## config.mk

```make
export PLATFORM = sky130hd
export DESIGN_NAME = control_ram_arbiter
export DESIGN_NICKNAME = d
export VERILOG_FILES = /design/src/rtl/control_ram_arbiter.sv
export SDC_FILE = /design/constraint.sdc
export NUM_CORES = 1
export LEC_CHECK = 0
export BUFFER_PORTS_ARGS = -buffer_cell sky130_fd_sc_hd__buf_2
export CORE_MARGIN = 8
export CORE_UTILIZATION = 49
export CTS_BUF_LIST = sky130_fd_sc_hd__clkbuf_4 sky130_fd_sc_hd__clkbuf_8
export CTS_CLUSTER_SIZE = 40
export DETAILED_ROUTE_END_ITERATION = 16
export PLACE_DENSITY = 0.91
export SETUP_SLACK_MARGIN = 0.3
export SYNTH_ARGS = -nofsm -noshare
export SYNTH_HDL_FRONTEND = slang
export SYNTH_SLANG_ARGS = --single-unit
```

## constraint.sdc

```tcl
create_clock -name clk -period 1.8 [get_ports clk]
set_input_delay 0.54 -clock clk [delete_from_list [all_inputs] [get_ports clk]]
set_output_delay 0.54 -clock clk [all_outputs]
set_load 0.1 [all_outputs]
```

## src/rtl/control_ram_arbiter.sv

```systemverilog
// Control RAM write arbiter: toggle-requested command writes always win over a background full-frame clear.
// The clear engine is present only when FB_CLEAR_ENGINE_EN is defined; otherwise only the command path exists.
`timescale 1ns/1ps

package params;
  localparam int BYTES_PER_PIXEL = 2;
  localparam int PIXEL_HEIGHT    = 32;
  localparam int PIXEL_WIDTH     = 64;
endpackage

package calc_pkg;
  function automatic int num_row_address_bits(input int height);
    return (height > 1) ? $clog2(height) : 1;
  endfunction

  function automatic int num_column_address_bits(input int width);
    return (width > 1) ? $clog2(width) : 1;
  endfunction

  function automatic int num_pixelcolorselect_bits(input int bytes_per_pixel);
    return (bytes_per_pixel > 1) ? $clog2(bytes_per_pixel) : 1;
  endfunction
endpackage

module control_ram_arbiter #(
  parameter int BYTES_PER_PIXEL = params::BYTES_PER_PIXEL,
  parameter int PIXEL_HEIGHT    = params::PIXEL_HEIGHT,
  parameter int PIXEL_WIDTH     = params::PIXEL_WIDTH,
  localparam int RB = calc_pkg::num_row_address_bits(PIXEL_HEIGHT),
  localparam int CB = calc_pkg::num_column_address_bits(PIXEL_WIDTH),
  localparam int PB = calc_pkg::num_pixelcolorselect_bits(BYTES_PER_PIXEL)
) (
  input  logic          clk,
  input  logic          reset,
  input  logic [RB-1:0] cmd_row,
  input  logic [CB-1:0] cmd_column,
  input  logic [PB-1:0] cmd_pixel,
  input  logic [7:0]    cmd_data,
  input  logic          cmd_write_enable,
  input  logic          cmd_access_start,
  input  logic          clear_req,
  input  logic [7:0]    clear_value,
  output logic [RB-1:0] ram_row,
  output logic [CB-1:0] ram_column,
  output logic [PB-1:0] ram_pixel,
  output logic [7:0]    ram_data,
  output logic          ram_write_enable,
  output logic          clear_busy,
  output logic          clear_done
);

  logic prev_start;
  logic cmd_req;

  // Loading the live level in every cycle, reset included, means no request is seen right after reset.
  always_ff @(posedge clk) begin
    prev_start <= cmd_access_start;
  end

  assign cmd_req = (cmd_access_start != prev_start) && cmd_write_enable;

`ifdef FB_CLEAR_ENGINE_EN
  typedef enum logic [1:0] {IDLE, CLEAR, DONE} state_t;

  state_t        state;
  logic [RB-1:0] clr_row;
  logic [CB-1:0] clr_column;
  logic [PB-1:0] clr_pixel;
  logic [7:0]    clr_value;
  logic          last_row;
  logic          last_column;
  logic          last_pixel;

  assign last_row    = (clr_row    == RB'(PIXEL_HEIGHT - 1));
  assign last_column = (clr_column == CB'(PIXEL_WIDTH - 1));
  assign last_pixel  = (clr_pixel  == PB'(BYTES_PER_PIXEL - 1));

  always_ff @(posedge clk) begin
    if (reset) begin
      state            <= IDLE;
      clr_row          <= '0;
      clr_column       <= '0;
      clr_pixel        <= '0;
      clr_value        <= '0;
      ram_row          <= '0;
      ram_column       <= '0;
      ram_pixel        <= '0;
      ram_data         <= '0;
      ram_write_enable <= 1'b0;
      clear_busy       <= 1'b0;
      clear_done       <= 1'b0;
    end else begin
      ram_write_enable <= 1'b0;
      // Status flags trail the state by one cycle, so clear_done lands one cycle after the last write.
      clear_busy       <= (state != IDLE);
      clear_done       <= (state == DONE);

      if (cmd_req) begin
        ram_row          <= cmd_row;
        ram_column       <= cmd_column;
        ram_pixel        <= cmd_pixel;
        ram_data         <= cmd_data;
        ram_write_enable <= 1'b1;
      end

      case (state)
        IDLE: begin
          if (clear_req) begin
            state      <= CLEAR;
            clr_value  <= clear_value;
            clr_row    <= '0;
            clr_column <= '0;
            clr_pixel  <= '0;
          end
        end
        CLEAR: begin
          // A command write owns this cycle; the counters hold so no location is skipped.
          if (!cmd_req) begin
            ram_row          <= clr_row;
            ram_column       <= clr_column;
            ram_pixel        <= clr_pixel;
            ram_data         <= clr_value;
            ram_write_enable <= 1'b1;
            if (last_pixel) begin
              clr_pixel <= '0;
              if (last_column) begin
                clr_column <= '0;
                if (last_row) begin
                  clr_row <= '0;
                  state   <= DONE;
                end else begin
                  clr_row <= clr_row + 1'b1;
                end
              end else begin
                clr_column <= clr_column + 1'b1;
              end
            end else begin
              clr_pixel <= clr_pixel + 1'b1;
            end
          end
        end
        DONE:    state <= IDLE;
        default: state <= IDLE;
      endcase
    end
  end
`else
  logic unused_clear_inputs;

  always_ff @(posedge clk) begin
    if (reset) begin
      ram_row          <= '0;
      ram_column       <= '0;
      ram_pixel        <= '0;
      ram_data         <= '0;
      ram_write_enable <= 1'b0;
    end else begin
      ram_write_enable <= cmd_req;
      if (cmd_req) begin
        ram_row    <= cmd_row;
        ram_column <= cmd_column;
        ram_pixel  <= cmd_pixel;
        ram_data   <= cmd_data;
      end
    end
  end

  assign clear_busy          = 1'b0;
  assign clear_done          = 1'b0;
  assign unused_clear_inputs = ^{clear_req, clear_value};
`endif

endmodule
```

### Yosys cells after proc, flatten, opt, wreduce, memory -nomap -nowiden

Cells that the tools add are included.
W data, S select, Z words.

| storage, ports and cells | value |
|---|---|
| bits in registers | 22 |
| input port bits | 33 |

| cells by class | value |
|---|---|
| equal/unequal tests | 1 |
| reduce and logical (&&, ||, !) cells | 1 |

Operators with widths:

| kind | count |
|---|---|
| $logic_and A1 B1 Y1 | 1 |
| $ne A1 B1 Y1 | 1 |

### Longest topological paths before layout

| logic depth | value |
|---|---|
| word-level depth | 2 |
| mapped depth | 4 |
| mapped depth without buffers | 3 |

### Worst setup path after synthesis

No wires, ideal clock.

| timing path | value |
|---|---|
| path type | register to output |
| start | register ram_column[0] |
| end | output ram_column[0] |
| slack | 0.335 ns |
| arrival time | 0.925 ns |
| stages on the path, launching flop included | 1 |
| path buffers | 0 |
| cells stage by stage | dfxtp_1 |

RTL lines:

| item | RTL line | text |
|---|---|---|
| start: declaration | 44 | `output logic [CB-1:0] ram_column,` |
| start signal: assignment | 161 | `ram_column <= cmd_column;` |

No word-level cell between the ends.

### Worst setup path after layout

| timing path | value |
|---|---|
| start | register ram_row[2] |
| end | output ram_row[2] |

RTL lines:

| item | RTL line | text |
|---|---|---|
| start: declaration | 43 | `output logic [RB-1:0] ram_row,` |
| start signal: assignment | 160 | `ram_row <= cmd_row;` |

No word-level cell between the ends.

==> metrics <==
run status complete, no violations; CP max stage delay around 380 ps; post-route ant nets 0; r2r startpoint prev_start$_DFF_P_; number of global-route vias before repair around 890; Max Cap Viol 0; Rows 16; Multi-input gate area 506.7 µm²; Worst-path clk slew roughly 120 ps; Finished Core Util a little over two thirds; Worst VDD drop between 0.5 and 0.6 mV; number of vias per cell around 5.4; Power Total 1.220 mW; root buffer cell clkbuf_4; Max Slew Vio Count 0; CTS Buf Count 3; P_leak ~0.57 nW; WL/cell ~15 µm; Min-Delay Endpoint prev_start$_DFF_P_; grt total ovfl 0; drt drc 0; TritonCTS clock tree built; mapped cell area roughly 1000 µm²; wirelength, routed ~2500 µm; Min-Delay Path Depth 1; die area between 3000 and 4000 µm²; worst skew pair latency roughly 300 ps; largest area contributor in the netlist dfxtp_1; Cell Chain, Critical Path buf_6; Reg2Reg Depth 3; Clock Skew about 8 ps; initial antenna violation count 0; min cycle time layout around 1500 ps; critical path launch point type flip-flop; Worst setup EP type output pin; H-tree Lvls 1; placer congestion estimate 0.6969; IO buf count 44; gr usage total 13.12%; slowest CP cell dfxtp_1; setup slack, reg-to-reg roughly 650 ps; diode count 0; Gate Count Post-Synth a little under 100; fillcell total 161; register area approximately 440 µm²; Die H between 60 and 70 µm; hold_buf cts 0; fmax around 690 MHz; Ports 56; final hold vios 0; critical path class flip-flop to output pin; Yosys top cell area share 42.51%; Seq/Total Area, Yosys 42.51%; Final WS setup around 350 ps; critical path's top delay family flip-flops; drt pass-1 iters 5; Starting DRT DRC Count 31; endpoints failing setup 0; Post-DP HPWL 1685 µm; core footprint slightly below 2000 µm²; Post-Place Setup Slack ~320 ps; period utilization around 81%; Final nets 171; Area Growth Syn to Fin 33.94%; Avg Cell Area, Syn about 11 µm²; Sink Count 22; most common cell after layout, fill and taps aside buf_2; top post-synthesis cells by area dfxtp_1, nand4b_1, o21ai_2, nand2b_1, buf_12; Seq cells post-synth 22; via count 878; Initial Util between 50% and 60%; first-pass GRT wire length between 3000 and 4000 µm; CTS Buffer Depth 2; final setup TNS 0 ps; CP required roughly 1300 ps; power per cell area about 880 nW/µm²; largest net degree at the start of global routing 42; most frequent cells in the layout buf_2, dfxtp_1, nand2b_1, nand4b_1, o21ai_2; Bufs and invs on worst path 1; DIE WIDTH around 62 µm; Critical R2R Capture ram_write_enable$_SDFF_PP0_; Worst Path Max Fanout 2; synthesis warning total 0; fraction of layout cells with a size suffix above 1 51.82%; RSZ-0062 raised after global routing false; Hold Startpoint cmd_access_start; Critical Path AT a little over 900 ps; Worst Hold Class input pin to flip-flop; Synth cell types 11
-- routing by layer --
metal | track usage [%] | wire (µm)
met1 | 13.42 | 1001
met2 | 22.71 | 1181
met3 | 6.173 | 320
met4 | 4.870 | 10
met5 | 0 | 0
-- cell usage after synthesis --
cell type	instances
and2_4	1
buf_12	2
buf_4	4
clkbuf_1	6
conb_1	1
dfxtp_1	22
nand2b_1	20
nand4b_1	20
nor2b_1	1
o21ai_2	20
xor2_1	1
-- area by class of cell --
type / instances / area share, %
multi-input cells: 65 / 36.52
flip-flops and latches: 22 / 31.74
repair buffers: 46 / 26.69
clock buffers: 4 / 2.615
well taps: 27 / 2.435
-- sequential cells by signal (all words and copies together), names as in the netlist --
register	cells
ram_write_enable	1
ram_column	6
ram_pixel	1
prev_start	1
ram_data	8
ram_row	5
-- repair_timing --
| item | in CTS | in global routing |
|---|---|---|
| pin swaps | 0 | 0 |
| setup endpoints to repair | 21 | 5 |
| gates resized for setup | 38 | 5 |
| setup buffers | 0 | 0 |
-- worst max path at each step --
stage                                          start                     endpoint  slack (ps)  cells past startpoint
after global placement              cmd_access_start  ram_write_enable$_SDFF_PP0_         340                      4
after CTS                 ram_column[4]$_SDFFE_PP0P_                ram_column[4]         290                      1
after detailed placement            cmd_access_start  ram_write_enable$_SDFF_PP0_         320                      4
after floorplan           ram_column[0]$_SDFFE_PP0P_                ram_column[0]         330                      0
after global routing        ram_data[0]$_SDFFE_PP0P_                  ram_data[0]         300                      1
final                        ram_row[2]$_SDFFE_PP0P_                   ram_row[2]         350                      1
-- report_power, final --
part / switching [mW] / internal [mW]
registers: 0.0204 / 0.516
clock network: 0.140 / 0.123
logic: 0.308 / 0.112
total: 0.468 / 0.752
-- through the flow --
step	cell area [µm²]	hold WS, ps	cells
global placement	1216	459.3	160
detailed placement	1216	462.6	160
CTS	1369	350.2	164
global route	1388	345.9	164
finish	1388	365.1	164
floorplan	1040	567.7	99
-- cell families after synthesis --
family                 synth area share, %
AND/OR/NAND/NOR                      30.44
flip-flops                           42.51
other                               0.3620
XOR/XNOR                            0.8456
AO/OA/AOI/OAI                        16.91
buffers and inverters                8.937
Note: power is estimated with default switching activity, not from simulation.
